[src/rtl/control_unit.sv]
// ============================================================================
// Module   : control_unit
// Brief    : Hardwired fetch/decode/execute sequencer for ArithmeticLogicUnitSystem.
//            Optional macro CU_ILLEGAL_TRAP_EN: undefined opcodes halt and raise Illegal.
// Revision : 1.0 - initial release
// ============================================================================
`default_nettype none

module control_unit #(
  parameter int TW  = 3,
  parameter int OPW = 6
) (
  input  logic          Clock,
  input  logic          Reset,
  input  logic [15:0]   IR_Data,
  input  logic [3:0]    Flags,
  output logic [2:0]    RF_OutASel,
  output logic [2:0]    RF_OutBSel,
  output logic [2:0]    RF_FunSel,
  output logic [3:0]    RF_RegSel,
  output logic [3:0]    RF_ScrSel,
  output logic [4:0]    ALU_FunSel,
  output logic          ALU_WF,
  output logic [1:0]    MuxASel,
  output logic [1:0]    MuxBSel,
  output logic [1:0]    MuxCSel,
  output logic          MuxDSel,
  output logic [1:0]    ARF_OutCSel,
  output logic [1:0]    ARF_OutDSel,
  output logic [1:0]    ARF_FunSel,
  output logic [2:0]    ARF_RegSel,
  output logic          IR_LH,
  output logic          IR_Write,
  output logic          Mem_WR,
  output logic          Mem_CS,
  output logic          DR_E,
  output logic [1:0]    DR_FunSel,
  output logic [TW-1:0] T,
`ifdef CU_ILLEGAL_TRAP_EN
  output logic          Illegal,
`endif
  output logic          Halted
);

  typedef enum logic [1:0] {
    ST_INIT = 2'd0,
    ST_RUN  = 2'd1,
    ST_HALT = 2'd2
  } state_t;

  localparam logic [OPW-1:0] OP_BRA  = OPW'(6'h00);
  localparam logic [OPW-1:0] OP_BNE  = OPW'(6'h01);
  localparam logic [OPW-1:0] OP_BEQ  = OPW'(6'h02);
  localparam logic [OPW-1:0] OP_MOVL = OPW'(6'h03);
  localparam logic [OPW-1:0] OP_ADD  = OPW'(6'h04);
  localparam logic [OPW-1:0] OP_SUB  = OPW'(6'h05);
  localparam logic [OPW-1:0] OP_AND  = OPW'(6'h06);
  localparam logic [OPW-1:0] OP_ORR  = OPW'(6'h07);
  localparam logic [OPW-1:0] OP_XOR  = OPW'(6'h08);
  localparam logic [OPW-1:0] OP_LDB  = OPW'(6'h09);
  localparam logic [OPW-1:0] OP_STB  = OPW'(6'h0A);
  localparam logic [OPW-1:0] OP_HLT  = OPW'(6'h3F);

  localparam logic [1:0] ARF_SEL_AR = 2'b01;

  state_t        state_q, state_d;
  logic [TW-1:0] t_q, t_d;
  logic          illegal_q, illegal_d;

  logic [OPW-1:0] op;
  logic [1:0]     rsel, dst, sr1, sr2;
  logic           s_bit, z_flag;
  logic           unused_bits;

  assign op     = IR_Data[15:16-OPW];
  assign rsel   = IR_Data[9:8];
  assign s_bit  = IR_Data[9];
  assign dst    = IR_Data[7:6];
  assign sr1    = IR_Data[4:3];
  assign sr2    = IR_Data[1:0];
  assign z_flag = Flags[3];
  // Register fields only use their low two bits; C/N/O never steer control flow.
  assign unused_bits = ^{Flags[2:0], IR_Data[5], IR_Data[2]};

  function automatic logic [3:0] rf_load_sel(input logic [1:0] idx);
    return ~(4'b1000 >> idx);
  endfunction

  always_ff @(posedge Clock or posedge Reset) begin
    if (Reset) begin
      state_q   <= ST_INIT;
      t_q       <= '0;
      illegal_q <= 1'b0;
    end else begin
      state_q   <= state_d;
      t_q       <= t_d;
      illegal_q <= illegal_d;
    end
  end

  always_comb begin
    state_d     = state_q;
    t_d         = t_q;
    illegal_d   = illegal_q;
    RF_OutASel  = 3'b000;
    RF_OutBSel  = 3'b000;
    RF_FunSel   = 3'b000;
    RF_RegSel   = 4'b1111;
    RF_ScrSel   = 4'b1111;
    ALU_FunSel  = 5'b00000;
    ALU_WF      = 1'b0;
    MuxASel     = 2'b00;
    MuxBSel     = 2'b00;
    MuxCSel     = 2'b00;
    MuxDSel     = 1'b0;
    ARF_OutCSel = 2'b00;
    ARF_OutDSel = 2'b00;
    ARF_FunSel  = 2'b00;
    ARF_RegSel  = 3'b111;
    IR_LH       = 1'b0;
    IR_Write    = 1'b0;
    Mem_WR      = 1'b0;
    Mem_CS      = 1'b1;
    DR_E        = 1'b0;
    DR_FunSel   = 2'b00;

    // Outputs stay idle for the whole time Reset is held, even though state is INIT.
    if (!Reset) begin
      case (state_q)
        ST_INIT: begin
          ARF_RegSel = 3'b000;
          ARF_FunSel = 2'b11;
          RF_RegSel  = 4'b0000;
          RF_FunSel  = 3'b011;
          state_d    = ST_RUN;
          t_d        = '0;
        end

        ST_RUN: begin
          case (t_q)
            TW'(0), TW'(1): begin
              ARF_OutDSel = 2'b00;
              Mem_CS      = 1'b0;
              IR_Write    = 1'b1;
              IR_LH       = (t_q == TW'(1));
              ARF_RegSel  = 3'b011;
              ARF_FunSel  = 2'b01;
              t_d         = t_q + TW'(1);
            end

            TW'(2): begin
              t_d = '0;
              case (op)
                OP_BRA, OP_BNE, OP_BEQ: begin
                  if ((op == OP_BRA) || ((op == OP_BNE) && !z_flag) ||
                      ((op == OP_BEQ) && z_flag)) begin
                    MuxBSel    = 2'b11;
                    ARF_RegSel = 3'b011;
                    ARF_FunSel = 2'b10;
                  end
                end
                OP_MOVL: begin
                  MuxASel   = 2'b11;
                  RF_RegSel = rf_load_sel(rsel);
                  RF_FunSel = 3'b010;
                end
                OP_ADD, OP_SUB, OP_AND, OP_ORR, OP_XOR: begin
                  RF_OutASel = {1'b0, sr1};
                  RF_OutBSel = {1'b0, sr2};
                  MuxDSel    = 1'b0;
                  MuxASel    = 2'b00;
                  RF_RegSel  = rf_load_sel(dst);
                  RF_FunSel  = 3'b010;
                  ALU_WF     = s_bit;
                  case (op)
                    OP_ADD:  ALU_FunSel = 5'b10100;
                    OP_SUB:  ALU_FunSel = 5'b10110;
                    OP_AND:  ALU_FunSel = 5'b10111;
                    OP_ORR:  ALU_FunSel = 5'b11000;
                    default: ALU_FunSel = 5'b11001;
                  endcase
                end
                OP_LDB: begin
                  ARF_OutDSel = ARF_SEL_AR;
                  Mem_CS      = 1'b0;
                  DR_E        = 1'b1;
                  DR_FunSel   = 2'b01;
                  t_d         = TW'(3);
                end
                OP_STB: begin
                  RF_OutASel  = {1'b0, rsel};
                  MuxDSel     = 1'b0;
                  ALU_FunSel  = 5'b10000;
                  MuxCSel     = 2'b00;
                  ARF_OutDSel = ARF_SEL_AR;
                  Mem_CS      = 1'b0;
                  Mem_WR      = 1'b1;
                end
                OP_HLT: begin
                  state_d = ST_HALT;
                  t_d     = t_q;
                end
                default: begin
`ifdef CU_ILLEGAL_TRAP_EN
                  state_d   = ST_HALT;
                  t_d       = t_q;
                  illegal_d = 1'b1;
`else
                  t_d       = '0;
`endif
                end
              endcase
            end

            TW'(3): begin
              if (op == OP_LDB) begin
                MuxASel   = 2'b10;
                RF_RegSel = rf_load_sel(rsel);
                RF_FunSel = 3'b010;
              end
              t_d = '0;
            end

            default: t_d = '0;
          endcase
        end

        ST_HALT: begin
          state_d = ST_HALT;
        end

        default: state_d = ST_INIT;
      endcase
    end
  end

  assign T      = t_q;
  assign Halted = (state_q == ST_HALT);
`ifdef CU_ILLEGAL_TRAP_EN
  assign Illegal = illegal_q;
`endif

endmodule

`default_nettype wire

[config.mk]
export PLATFORM = sky130hd
export DESIGN_NAME = control_unit
export DESIGN_NICKNAME = d
export VERILOG_FILES = /design/src/rtl/control_unit.sv
export SDC_FILE = /design/constraint.sdc
export NUM_CORES = 1
export LEC_CHECK = 0
export ABC_AREA = 1
export CORE_MARGIN = 3
export CORE_UTILIZATION = 38
export DETAILED_ROUTE_END_ITERATION = 10
export PLACE_DENSITY = 0.89
export REMOVE_ABC_BUFFERS = 1
export SLEW_MARGIN = 25
export SYNTH_ARGS = -nofsm -noshare
export SYNTH_HDL_FRONTEND = slang
export SYNTH_SLANG_ARGS = --single-unit
[constraint.sdc]
create_clock -name Clock -period 1.7 [get_ports Clock]
set_input_delay 0.255 -clock Clock [delete_from_list [all_inputs] [get_ports Clock]]
set_output_delay 0.255 -clock Clock [all_outputs]
set_load 0.02 [all_outputs]
==> impl_metrics.toml <==
[detailed_routing]
wire_per_inst_um = 16.9
vias = 1748
ant_nets = 0
wl_um = 5780
drt_iter0_drc = 89
first_pass_iters = 4
drc = 0
drt-vias-per-instance = 5.11

[floorplan]
rows = 19
coreArea_um2 = 2900
die_w_um = 62.4
die_area_um2 = 3890
initial_core_util = 0.416
io_pins = 72
die_y_um = 62.4

[worst_setup_path]
reg2regPathDepth = 11
crit_start = "T[0]"
end_kind = "primary output"
regToRegStartpoint = "T[0]"
slowest_delay_ns = 0.43
cp_max_fo = 5
required_ns = 1.44
cp.depth = 8
cp.arrival_ns = 1.86
r2r-end = "T[0]"
cp_top_family = "buffers and inverters"
rrSetupSlack_ns = -0.06
crit_end = "ALU_FunSel[1]"
crit_buf_inv = 4
path_common_cell = "buf_4"
startpoint_type = "flop"
worstPathCellList = "inv_2, ha_4, nand2_8, nor2_8, buf_4, inv_6, nor4_4, buf_4"
crit_type = "reg2out"
crit_path_top_delay_cell = "dfrtp_2"

[clock_tree]
postCtsHoldBufs = 0
cts_tree = "yes"
clock_path_buffers = 2
cts_root_buf = "clkbuf_4"
cts-buffers-inserted = 3
clkSinkCount = 5
insertion_delay_ns = 0.26
clk_pin_slew_ns = 0.05
h-tree-depth = 1

[place]
dpl_cell_area_um2 = 1960
post-place-cells = 323
gp_congestion = 0.841
numPortBuffers = 52
dp.final_hpwl_um = 3210

[sta]
drv_slew = 0
min_period_over_period = 1.25
period_needed_ns = 2.12
worst_slack_ns = -0.420
setup_violations = 33
fin_skew_ns = 0.00821
hold_viol = 0
rsz0062_at_grt = "yes"
whs_ns = 0.451
fmax_mhz = 472

[hold_path]
hp-class = "in2async"

[outcome]
outcome = "complete, but fails checks"
violations = "setup timing"

[global_routing]
grt_pass1_wl_um = 7930
antenna_found_initial = 0
grt_usage = 0.251
grt_pass1_vias = 1682
grt-ovfl-total = 0
grt_max_degree = 9

[synthesis]
ys_types = 24
yosysSeqAreaShare = 0.104
avgSynthCellArea_um2 = 6.04
mappedNetlistArea_um2 = 1210
ys_ff_latch = 5
ys_warn_count = 0
postSynthCellCount = 200

[pwr]
ir_worst_vdd_v = 0.00129
leakage_nw = 1.23
powerDensity_nw_per_um2 = 1240
finalPower_mw = 2.98

[layout]
fin_cells = 342
fillers = 161
postLayoutCoreUtil = 0.831
n_antenna_cell = 0
nets = 332
drive_above_1_share = 0.533
fin_area_um2 = 2410
syn_to_final_growth_pct = 99.7

[flow_run]
cap_violations = 0
routing by layer:
layer	wire (um)	global-route usage	vias to the layer above	part of all wire
met5	0	0	-	0
met4	182	0.0937	0	0.032
met3	370	0.0486	21	0.064
met2	3080	0.473	98	0.53
met1	2140	0.275	826	0.37
li1	-	-	803	-
power breakdown:
part,switching [mW],total [mW],internal [mW]
clock network,0.0592,0.149,0.0894
logic,1.40,2.60,1.20
registers,0.0673,0.239,0.172
total,1.53,2.98,1.46
sequential cells by signal (all words and copies together) (netlist names):
signal and cells:
T 3, state_q 2
cell families (layout without fill, tap and decap cells):
| kind of cell | count (synthesis) | after routing | share of synthesized area |
|---|---|---|---|
| other cells | 2 | 14 | 0.00622 |
| buf+inv | 53 | 141 | 0.224 |
| compound gates | 21 | 21 | 0.0922 |
| simple gates | 110 | 110 | 0.481 |
| flops | 5 | 5 | 0.104 |
| fa+ha+maj | 9 | 9 | 0.0933 |
worst min-delay path by stage:
stage | to | from | slack (ns)
after floorplan | T[0] | Reset | 0.04
after global placement | state_q[0] | state_q[0] | 0.49
after detailed placement | state_q[0] | state_q[0] | 0.52
after CTS | state_q[1] | Reset | 0.42
after global routing | state_q[1] | Reset | 0.45
final | state_q[1] | Reset | 0.45
cell usage in the layout (no fill, tap or decap), drive strengths merged, types with 8 or more instances in the layout:
cell type	n
buf	83
nand2	53
inv	35
nor2	31
nand3	16
conb	14
clkdlybuf4s50	12
o21ai	11
a21oi	9
ha	9
nand4	8
stage by stage:
step	setup WS [ns]	setup TNS, ns
floorplan	-0.409	-3.21
global placement	-0.633	-16.89
detailed placement	-0.751	-18.27
CTS	-0.202	-3.24
global route	-0.455	-8.49
finish	-0.420	-6.37
timing repair:
action	in CTS	in global routing
endpoints found under the setup margin	34	36
gates resized for setup	226	54
pin swaps	20	15
setup buffers	7	9
Yosys cell counts:
cell	instances	share of area
nor2_1	24	0.075
buf_6	1	0.0093
conb_1	2	0.0062
o211ai_1	1	0.0062
a21oi_1	8	0.033
nand4_1	8	0.041
inv_2	6	0.019
nand2_1	46	0.14
nand2_4	5	0.047
buf_4	17	0.11
inv_1	29	0.090
dfrtp_1	5	0.10
nor2_8	1	0.017
a21oi_2	1	0.0073
nand2_2	2	0.010
ha_1	9	0.093
o21ai_0	9	0.037
nor2_2	3	0.016
nand3_2	4	0.033
nand3_1	12	0.050
o21ai_1	2	0.0083
nor2_4	3	0.028
nand3b_4	1	0.017
nor4_1	1	0.0052
tightest hold or removal path, cell delays in order:
cell and delay [ns]:
clkdlybuf4s50_1 0.49, inv_2 0.12, buf_4 0.18
final cells by class:
type / count / area [um2] / area share
repair buffers: 102 / 897 / 0.372
inverters: 35 / 139 / 0.0576
well taps: 42 / 52.6 / 0.0218
multi-input cells: 154 / 1170 / 0.485
flip-flops and latches: 5 / 128 / 0.0529
clock buffers: 4 / 26.3 / 0.0109
Note: power is estimated with default switching activity, not from simulation.
